## src/rtl/bus_arbiter3_if.sv

```systemverilog
// Request/grant bundle between three requesters and the shared-datapath arbiter.
// The master side is the requester group; the slave side is the arbiter.
interface bus_arbiter3_if;
  logic [2:0] req;    // one bit per requester, held for the whole transaction
  logic [2:0] grant;  // one-hot owner, or zero when idle
  logic [1:0] sel;    // 3:1 datapath mux select (0..2)
  logic       busy;   // resource currently owned

  modport master (
    output req,
    input  grant,
    input  sel,
    input  busy
  );

  modport slave (
    input  req,
    output grant,
    output sel,
    output busy
  );
endinterface

```

## src/rtl/bus_arbiter3.sv

```systemverilog
// Three-way round-robin arbiter for a shared 8-bit datapath.
// A grantee may hold the resource for at most MAX_BURST consecutive cycles
// while someone else is waiting; an uncontested grantee keeps it indefinitely.
// All outputs come straight from flops, one cycle after the request is sampled.
// MAX_BURST must be 1..7 and CNT_W wide enough to hold MAX_BURST-1.
module bus_arbiter3 #(
  parameter int MAX_BURST = 4,
  parameter int CNT_W     = 3
) (
  input logic          clk,
  input logic          rst,
  bus_arbiter3_if.slave bus
);

  typedef enum logic {
    IDLE = 1'b0,
    OWN  = 1'b1
  } state_t;

  localparam logic [CNT_W-1:0] CNT_MAX = CNT_W'(MAX_BURST - 1);

  // (base + off) mod 3 for a base already in 0..2.
  function automatic logic [1:0] rr_add(input logic [1:0] base, input int unsigned off);
    int unsigned s;
    s = int'(base) + off;
    return 2'(s % 3);
  endfunction

  state_t           state_reg, state_next;
  logic [CNT_W-1:0] cnt_reg, cnt_next;
  logic [1:0]       last_reg, last_next;
  logic [1:0]       sel_reg, sel_next;
  logic [2:0]       grant_reg, grant_next;
  logic             busy_reg, busy_next;

  // Round-robin candidates in priority order: last+1, last+2, last.
  logic [1:0] cand [3];
  logic [2:0] cand_req;
  logic       win_valid;
  logic [1:0] win_idx;

  // Ownership view of the current grantee (last_reg is the owner while in OWN).
  logic [2:0] owner_onehot;
  logic       own_req;
  logic       others_pending;
  logic       take_grant;

  for (genvar gi = 0; gi < 3; gi++) begin : g_cand
    assign cand[gi]     = rr_add(last_reg, gi + 1);
    assign cand_req[gi] = bus.req[cand[gi]];
    assign owner_onehot[gi] = (last_reg == 2'(gi));
  end

  assign own_req        = |(bus.req & owner_onehot);
  assign others_pending = |(bus.req & ~owner_onehot);

  // Pick the first requesting candidate in rotation order.
  always_comb begin
    win_valid = |cand_req;
    win_idx   = cand[2];
    if (cand_req[0]) begin
      win_idx = cand[0];
    end else if (cand_req[1]) begin
      win_idx = cand[1];
    end
  end

  // State, burst counter and rotation pointer registers.
  always_ff @(posedge clk or posedge rst) begin
    if (rst) begin
      state_reg <= IDLE;
      cnt_reg   <= '0;
      last_reg  <= 2'd2;
      sel_reg   <= 2'd0;
      grant_reg <= 3'b000;
      busy_reg  <= 1'b0;
    end else begin
      state_reg <= state_next;
      cnt_reg   <= cnt_next;
      last_reg  <= last_next;
      sel_reg   <= sel_next;
      grant_reg <= grant_next;
      busy_reg  <= busy_next;
    end
  end

  // Next-state decision: new grant, hold with burst counting, or release to idle.
  always_comb begin
    state_next = state_reg;
    cnt_next   = cnt_reg;
    last_next  = last_reg;
    sel_next   = sel_reg;
    take_grant = 1'b0;

    case (state_reg)
      IDLE: begin
        // sel keeps its old value while idle so the mux output stays stable.
        if (win_valid) begin
          take_grant = 1'b1;
        end
      end
      OWN: begin
        if (!own_req) begin
          // Hand over with no idle bubble if someone else is waiting.
          if (others_pending) begin
            take_grant = 1'b1;
          end else begin
            state_next = IDLE;
          end
        end else if ((cnt_reg == CNT_MAX) && others_pending) begin
          // Burst limit hit under contention; the winner can never be the
          // current owner because it is checked last in the rotation.
          take_grant = 1'b1;
        end else if (cnt_reg != CNT_MAX) begin
          cnt_next = cnt_reg + 1'b1;
        end
      end
      default: begin
        state_next = IDLE;
      end
    endcase

    if (take_grant) begin
      state_next = OWN;
      last_next  = win_idx;
      sel_next   = win_idx;
      cnt_next   = '0;
    end
  end

  // Registered-output decode: grant follows the next owner, busy mirrors OWN.
  always_comb begin
    grant_next = 3'b000;
    busy_next  = 1'b0;
    if (state_next == OWN) begin
      busy_next = 1'b1;
      for (int i = 0; i < 3; i++) begin
        grant_next[i] = (last_next == 2'(i));
      end
    end
  end

  assign bus.grant = grant_reg;
  assign bus.sel   = sel_reg;
  assign bus.busy  = busy_reg;

`ifndef SYNTHESIS
  a_grant_onehot0: assert property (@(posedge clk) disable iff (rst) $onehot0(bus.grant));
  a_sel_legal:     assert property (@(posedge clk) disable iff (rst) bus.sel != 2'd3);
  a_busy_match:    assert property (@(posedge clk) disable iff (rst) bus.busy == (|bus.grant));
  a_sel_owner:     assert property (@(posedge clk) disable iff (rst) bus.busy |-> bus.grant[bus.sel]);
`endif

endmodule
```

## src/flat_wrapper.sv

```systemverilog
// flat-port wrapper written by rule: the top's interface ports become plain ports
module bus_arbiter3_flat 
#(
  parameter int MAX_BURST = 4,
  parameter int CNT_W     = 3
)
  (clk, rst, bus_req, bus_grant, bus_sel, bus_busy);
  bus_arbiter3_if bus_i ();
  input logic clk;
  input logic rst;
  input wire logic [$bits(bus_i.req)-1:0] bus_req;
  output wire logic [$bits(bus_i.grant)-1:0] bus_grant;
  output wire logic [$bits(bus_i.sel)-1:0] bus_sel;
  output wire logic [$bits(bus_i.busy)-1:0] bus_busy;
  assign bus_i.req = bus_req;
  assign bus_grant = bus_i.grant;
  assign bus_sel = bus_i.sel;
  assign bus_busy = bus_i.busy;
  bus_arbiter3 #(.MAX_BURST(MAX_BURST), .CNT_W(CNT_W)) u_core (.clk(clk), .rst(rst), .bus(bus_i));
endmodule
```

## config.mk

```make
export PLATFORM = sky130hd
export DESIGN_NAME = bus_arbiter3_flat
export DESIGN_NICKNAME = d
export VERILOG_FILES = /design/src/rtl/bus_arbiter3_if.sv /design/src/rtl/bus_arbiter3.sv /design/src/flat_wrapper.sv
export SDC_FILE = /design/constraint.sdc
export NUM_CORES = 1
export LEC_CHECK = 0
export CORE_MARGIN = 2
export CORE_UTILIZATION = 47
export DETAILED_ROUTE_END_ITERATION = 7
export MAX_ROUTING_LAYER = met4
export PLACE_DENSITY = 0.74
export REMOVE_ABC_BUFFERS = 1
export SKIP_CTS_REPAIR_TIMING = 1
export SLEW_MARGIN = 20
export SYNTH_ARGS = -nofsm -noshare
export SYNTH_HDL_FRONTEND = slang
export SYNTH_SLANG_ARGS = --single-unit
```

## constraint.sdc

```tcl
create_clock -name clk -period 2.25 [get_ports clk]
set_clock_uncertainty 0.15 [all_clocks]
set_input_delay 0.225 -clock clk [delete_from_list [all_inputs] [get_ports clk]]
set_output_delay 0.225 -clock clk [all_outputs]
set_load 0.01 [all_outputs]
```

==> run metrics, run 1 <==
Final Wtd Congestion 0.894; antenna fix cells 0; commonest non-fill, non-tap cells in the layout 10 x clkdlybuf4s50_1, 10 x dfrtp_1, 8 x inv_1, 8 x buf_4, 7 x ha_1; leakage power ~0.48 nW; Crit path largest cell delay approximately 560 ps; Worst Hold Slack roughly 100 ps; wl on met1 777 µm; Final Critical Period approximately 2200 ps; Slowest cell on crit path dfstp_2; met3 wire length 66 µm; Comb pwr share 66.0%; buffer depth of the longest clock path 2; share of post-route cells with drive strength above 1 a little under a quarter; metal2 WL 769 µm; DR vias/cell roughly 5.7; Max-Cap Viols 0; core box area 1540 µm²; CP Cell Sequence inv_2, ha_1, a222oi_1, buf_4, nor2_4, o21ai_4, nand2b_2, a21o_1; WP data required 2250 ps; Internal 790 µW; Crit Path Class reg2reg; Peak Freq 462 MHz; Psw around 580 µW; Root Buffer Master clkbuf_4; CTS H-tree depth 1; gr ovfl total 0; Worst-path clk slew 60 ps; crit end category flop; routed wire length 1630 µm; outcome completed; async set or reset register ratio after synthesis 100%; nets between 100 and 150; flops & latches, synth 11; CTS tree done; Distinct cells, synth 36; final setup fails 0; initial antenna violation count 0; worst slew pin tran 409 ps; post-synthesis average cell area roughly 10 µm²; first-pass GRT wire length 2680 µm; clock sink count 11; setup tns final 0 ps; YS warnings 0; RSZ-0062 raised after global routing yes; switching share of power 42.1%; largest net degree at the start of global routing 12; vias in the first global route approximately 600; cell count after synthesis 79; I/O Pins 11; sequential cell area fraction in the yosys report 35.0%; Post-synth EDFFs 0; post-route ant nets 0; Final Power 1.37 mW; Syn Std Cell Area around 790 µm²; FP Rows 14; DR iter-0 viols 35; initial core utilization between 50% and 60%; Detailed Routing Iterations Pass 1 4; total track usage between 10% and 20%; final worst path period share 96.2%; Die Y 45.0 µm; worst-skew pair later-pin latency 260 ps; Buf+Inv Stages, Crit Path 2; Power Density between 1000 and 1500 nW/µm²; Flop pwr share around a quarter; CTS Buf Count 3; via count 654; dpl hpwl 1320 µm; Die Width 45.0 µm; Crit path max-delay family compound AO/OA/AOI/OAI gates; Clk pwr share 9.1%; top layer in use met4; worst path arrival time approximately 2200 ps; worst vdd ir 0.744 mV; WL/cell 14.1 µm; drt drc 0; Slew headroom between 70 and 80%; Hold Fails Final Rpt 0; die area ~2000 µm²; area delta synth->final 28.0%; top_reg_cell synth dfrtp_1; Worst setup SP type flop; port bufs 10; fin util 65.7%; hold crit path type in2async; Max FO, Critical Path 5; Pins Over Slew Limit 0
-- cells by family after synthesis --
kind of cell               count (synthesis)  share of synthesized area, %
AOI/OAI and AO/OA                         27                          26.0
muxes                                      5                          6.49
and+or+nand+nor                           18                          15.2
DFF                                       11                          35.0
adders and majority gates                  7                          11.1
buffers and inverters                     11                          6.33
-- cells in the mapped netlist, drive strengths merged (2+ instances only) --
cell / count / area share (%)
nand2b: 2 / 1.9
nor2: 4 / 2.2
o21ai: 3 / 2.4
a21oi: 4 / 2.5
nor3: 3 / 4.6
inv: 9 / 4.3
ha: 7 / 11
dfrtp: 10 / 32
a22o: 2 / 2.2
nand3b: 2 / 1.9
a21o: 5 / 4.7
o21a: 2 / 1.9
mux2i: 4 / 5.1
nand2: 4 / 1.9
-- final timing paths --
| check | from | endpoint | slack (ps) | cells past startpoint |
|---|---|---|---|---|
| max in group asynchronous | rst | u_core.last_reg[1] | 1530 | 2 |
| worst min-delay path | rst | u_core.bus.grant[2] | 100 | 2 |
| min in group clk | u_core.bus.sel[1] | u_core.bus.sel[1] | 330 | 1 |
| worst max-delay path | u_core.last_reg[1] | u_core.bus.sel[0] | 80 | 8 |
| worst max register to register | u_core.last_reg[1] | u_core.bus.sel[0] | 80 | 8 |
| worst min register to register | u_core.bus.sel[1] | u_core.bus.sel[1] | 330 | 1 |
-- power groups by stage --
stage                     sequential, mW  combinational, mW  clock [mW]
after global placement             0.338              0.815           0
after floorplan                    0.351              0.552           0
after CTS                          0.338              0.844       0.132
final                              0.341              0.901       0.124
after global routing               0.350              0.989       0.145
after detailed placement           0.340              0.842           0
-- through the flow --
step,instance area (µm²),worst slack (ps),instances
finish,1010,84.7,115
detailed placement,955,-34.0,111
global placement,955,35.7,111
global route,1010,-26.5,115
floorplan,774,26.1,77
CTS,981,-40.9,115
-- routing by layer --
metal	up-vias	global-route usage [%]
met5	-	-
met4	0	0
met3	2	7.20
met2	14	30.9
met1	308	24.5
li1	330	-
-- layout make-up --
class | count | area, µm²
Clock buffer | 4 | 26.3
Fill cell | 133 | 529
Inverter | 9 | 33.8
Multi-Input combinational cell | 57 | 495
Sequential cell | 11 | 277
Tap cell | 16 | 20.0
Timing Repair Buffer | 18 | 160
Power figures use the tool's default switching activity.
==> run 2, diff against run 1 <==
Settings changed: CORE_MARGIN 2 to unset, CTS_CLUSTER_DIAMETER set to 100.
==> run metrics, run 2 (synthesis gave the netlist of run 1 again) <==
CP Cell Sequence buf_4, ha_1, mux2_1, a22o_1, nor3_4, o21bai_1, a32o_1 (was inv_2, ha_1, a222oi_1, buf_4, nor2_4, o21ai_4, nand2b_2, a21o_1); worst vdd ir 0.777 mV (was 0.744 mV); post-route cell area 1030 µm² (was 1010 µm²); Max-Cap Viols 0 (unchanged); CTS tree done (unchanged); share of post-route cells with drive strength above 1 26.0% (was 23.2%); die area 1850 µm² (was 2030 µm²); CTS H-tree depth 1 (unchanged); setup tns final 0 ps (unchanged); final setup fails 0 (unchanged); DP Worst Slack 11.9 ps (was -34.0 ps); worst setup margin 46.0 ps (was 84.7 ps); Die Y 43.0 µm (was 45.0 µm); initial core utilization 51.3% (unchanged); Worst Hold Slack 101 ps (was 99.4 ps); Max FO, Critical Path 5 (unchanged); crit end category flop (unchanged); Power Density 1360 nW/µm² (was 1350 nW/µm²); FF-to-FF setup slack 50 ps (was 80 ps); routed wire length 1730 µm (was 1630 µm); worst slew pin tran 416 ps (was 409 ps); Hold Fails Final Rpt 0 (unchanged); DR vias/cell 5.70 (was 5.69); initial antenna violation count 0 (unchanged); worst path arrival time 2250 ps (was 2160 ps); Crit Path Class reg2reg (unchanged); vias in the first global route 646 (was 597); via count 684 (was 654); Buf+Inv Stages, Crit Path 1 (was 2); clock sink count 11 (unchanged); Crit path max-delay family compound AO/OA/AOI/OAI gates (unchanged); commonest non-fill, non-tap cell in the layout buf_4; area delta synth->final 30.2% (was 28.0%); post-route ant nets 0 (unchanged); Crit path largest cell delay 550 ps (was 560 ps); WL/cell 14.4 µm (was 14.1 µm); final worst path period share 98.0% (was 96.2%); CTS Buf Count 3 (unchanged); first-pass GRT wire length 2810 µm (was 2680 µm); I/O Pins 11 (unchanged); port bufs 10 (unchanged); Worst setup SP type flop (unchanged); leakage power 0.496 nW (was 0.480 nW); hold crit path type in2async (unchanged); worst-skew pair later-pin latency 260 ps (about the same); Non-Filler Instances 120 (was 115); gr ovfl total 0 (unchanged); total track usage 21.0% (was 19.1%); WP data required 2300 ps (was 2250 ps); Die Width 43.0 µm (was 45.0 µm); Final Critical Period 2200 ps (was 2170 ps); FP Rows 14 (unchanged); dpl cells 111 (unchanged); antenna fix cells 0 (unchanged); Root Buffer Master clkbuf_4 (unchanged); Worst-path clk slew 60 ps (about the same); placed inst area 955 µm² (unchanged); core box area 1540 µm² (unchanged); outcome completed (unchanged); nets 117 (was 112); Slowest cell on crit path dfstp_2 (unchanged); Detailed Routing Iterations Pass 1 5 (was 4); DR iter-0 viols 23 (was 35); dpl hpwl 1300 µm (was 1320 µm); Slew headroom 72.3% (was 72.7%); Pins Over Slew Limit 0 (unchanged); Final Wtd Congestion 0.984 (was 0.894); Peak Freq 454 MHz (was 462 MHz); commonest non-fill, non-tap cells in the layout 13 x buf_4, 10 x clkdlybuf4s50_1, 9 x dfrtp_1 (was 10 x clkdlybuf4s50_1, 10 x dfrtp_1, 8 x inv_1, 8 x buf_4, 7 x ha_1); buffer depth of the longest clock path 2 (unchanged); largest net degree at the start of global routing 12 (unchanged); drt drc 0 (unchanged)
-- run 2: worst paths after layout --
kind | start | endpoint | depth (start not counted)
worst max-delay path | u_core.last_reg[1] | u_core.cnt_reg[1] | 7
worst min-delay path | rst | u_core.bus.busy | 2
worst max register to register | u_core.last_reg[1] | u_core.cnt_reg[1] | 7
worst min register to register | u_core.cnt_reg[2] | u_core.cnt_reg[2] | 1
max in group asynchronous | rst | u_core.last_reg[1] | 2
min in group clk | u_core.cnt_reg[2] | u_core.cnt_reg[2] | 1
-- run 2: layer usage --
layer  up-vias  GRT usage, %  part of all wire (%)
met1       322          27.0                    44
met3         2          6.38                   4.6
met5         -             -                     0
met4         0          1.82                  0.35
met2        23          34.2                    51
li1        337             -                     -
-- run 2: area by class of cell --
| class | instances | area, µm² |
|---|---|---|
| tap | 16 | 20.0 |
| fill | 124 | 512 |
| inverter | 9 | 33.8 |
| multi-input combinational | 57 | 474 |
| clock buffer | 4 | 26.3 |
| sequential | 11 | 278 |
| timing repair buffer | 23 | 198 |
-- run 2: power breakdown --
part | total, mW | switching, mW | internal (mW)
Clock | 0.126 | 0.0572 | 0.0684
Combinational | 0.927 | 0.461 | 0.466
Sequential | 0.345 | 0.0617 | 0.283
Total | 1.40 | 0.580 | 0.818
-- run 2: per-stage QoR --
stage          power (mW)  util (%)
4_1_cts              1.31      63.6
3_5_place_dp         1.18      61.9
5_1_grt              1.52      66.8
6_report             1.40      66.8
3_3_place_gp         1.16      61.9
2_1_floorplan       0.903         -
-- run 2: worst reg2reg max path, delay by kind of cell (launching register included) --
family | cells | cell delay, ps
adder cells (fa/ha/maj) | 1 | 170
multiplexers | 1 | 330
AO/OA/AOI/OAI | 3 | 600
AND/OR/NAND/NOR | 1 | 230
buffers and inverters | 1 | 120
flip-flops | 1 | 550
==> run 3, diff against run 2 <==
Settings changed: CORE_ASPECT_RATIO set to 0.7, CORE_UTILIZATION 47 to 40, PLACE_DENSITY 0.74 to 0.65.
==> run metrics, run 3 (synthesis gave the netlist of run 1 again) <==
outcome completed (unchanged); Slowest cell on crit path dfrtp_1 (was dfstp_2); drt drc 0 (unchanged); Final Wtd Congestion 0.886 (was 0.984); port bufs 10 (unchanged); CP Depth 8 (was 7); leakage power 0.499 nW (was 0.496 nW); initial core utilization 42.6% (was 51.3%); Slew headroom 73.4% (was 72.3%); CTS Buf Count 3 (unchanged); buffer depth of the longest clock path 2 (unchanged); crit end category flop (unchanged); DP Worst Slack 19.8 ps (was 11.9 ps); reg2reg start u_core.last_reg[0] (was u_core.last_reg[1]); WP data required 2300 ps (about the same); Crit path max-delay family simple AND/OR/NAND/NOR gates (was compound AO/OA/AOI/OAI gates); routed wire length 1610 µm (was 1730 µm); final setup fails 0 (unchanged); worst setup margin 68.2 ps (was 46.0 ps); Peak Freq 458 MHz (was 454 MHz); Max FO, Critical Path 6 (was 5); Pins Over Slew Limit 0 (unchanged); DR vias/cell 5.47 (was 5.70); Root Buffer Master clkbuf_4 (unchanged); commonest non-fill, non-tap cells in the layout 11 x buf_4, 10 x clkdlybuf4s50_1, 10 x dfrtp_1 (was 13 x buf_4, 10 x clkdlybuf4s50_1, 9 x dfrtp_1); DR iter-0 viols 11 (was 23); FF-to-FF setup slack 70 ps (was 50 ps); CTS H-tree depth 1 (unchanged); largest net degree at the start of global routing 12 (unchanged); multi-input logic area 484 µm² (was 474 µm²); RSZ-0062 raised after global routing no; worst slew pin tran 399 ps (was 416 ps); crit path capture u_core.bus.grant[2] (was u_core.cnt_reg[1]); Die Y 39.2 µm (was 43.0 µm); initial antenna violation count 0 (unchanged); dpl hpwl 1220 µm (was 1300 µm); via count 678 (was 684); fin util 55.7% (was 66.8%); Worst-path clk slew 70 ps (was 60 ps); worst-skew pair later-pin latency 270 ps (was 260 ps); share of post-route cells with drive strength above 1 25.5% (was 26.0%); post-route ant nets 0 (unchanged); first-pass GRT wire length 2430 µm (was 2810 µm); Crit path largest cell delay 450 ps (was 550 ps); final worst path period share 97.0% (was 98.0%); CP Cell Sequence inv_1, ha_1, a222oi_1, buf_4, nor2_2, o21ai_4, or4_1, a21oi_1 (was buf_4, ha_1, mux2_1, a22o_1, nor3_4, o21bai_1, a32o_1); register area 277 µm² (was 278 µm²); WL/cell 13.0 µm (was 14.4 µm); Crit Path Class reg2reg (unchanged); worst path arrival time 2230 ps (was 2250 ps); Final Critical Period 2180 ps (was 2200 ps); worst vdd ir 0.759 mV (was 0.777 mV); FP Rows 13 (was 14); Die Width 55.1 µm (was 43.0 µm); Hold Fails Final Rpt 0 (unchanged); antenna fix cells 0 (unchanged); RR Endpoint u_core.bus.grant[2] (was u_core.cnt_reg[1]); Worst setup SP type flop (unchanged); gr ovfl total 0 (unchanged); Max-Cap Viols 0 (unchanged); nets 115 (was 117); total track usage 17.1% (was 21.0%); Setup crit start u_core.last_reg[0] (was u_core.last_reg[1]); Detailed Routing Iterations Pass 1 4 (was 5); I/O Pins 11 (unchanged); clock sink count 11 (unchanged); commonest non-fill, non-tap cell in the layout buf_4 (unchanged); Fillers 164 (was 124); Buf+Inv Stages, Crit Path 2 (was 1); vias in the first global route 556 (was 646); core box area 1850 µm² (was 1540 µm²); Power Density 1340 nW/µm² (was 1360 nW/µm²); worst r2r path cells 8 (was 7); setup tns final 0 ps (unchanged); area delta synth->final 30.5% (was 30.2%); hold crit path type in2async (unchanged); CTS tree done (unchanged); die area 2160 µm² (was 1850 µm²)
## run 3: final cells by class
type,count,share of cell area (%)
Multi-Input combinational cell,57,46.9
Clock inverter,1,0.485
Clock buffer,3,2.18
Inverter,9,3.27
Sequential cell,11,26.8
Timing Repair Buffer,21,17.7
Tap cell,22,2.67
## run 3: power by group
| part | switching (mW) | total [mW] | internal [mW] |
|---|---|---|---|
| clock | 0.0644 | 0.130 | 0.0658 |
| sequential | 0.0599 | 0.341 | 0.281 |
| combinational | 0.454 | 0.909 | 0.456 |
## run 3: worst min-delay path by stage
stage / start / end / slack [ps] / cells after the start
floorplan: rst / u_core.bus.busy / -70 / 1
global placement: u_core.bus.sel[1] / u_core.bus.sel[1] / 320 / 1
detailed placement: u_core.bus.sel[0] / u_core.bus.sel[0] / 330 / 1
CTS: rst / u_core.bus.sel[0] / 90 / 2
global route: rst / u_core.bus.sel[0] / 120 / 2
finish: rst / u_core.bus.sel[0] / 80 / 2
## run 3: routing by layer
metal	wire [µm]	track usage, %	share of wire, %
met1	795	22.1	49
met4	7	3.75	0.43
met2	713	24.7	44
met5	0	-	0
met3	97	7.45	6.0
## run 3: stage by stage
| stage | cell area, µm² | std cells | hold WS (ps) | total power [mW] |
|---|---|---|---|---|
| after floorplan | 774 | 77 | -73.3 | 0.903 |
| after global placement | 962 | 117 | 316 | 1.16 |
| after detailed placement | 962 | 117 | 325 | 1.17 |
| after CTS | 990 | 121 | 86.0 | 1.31 |
| after global routing | 1030 | 124 | 121 | 1.49 |
| final | 1030 | 124 | 77.1 | 1.38 |
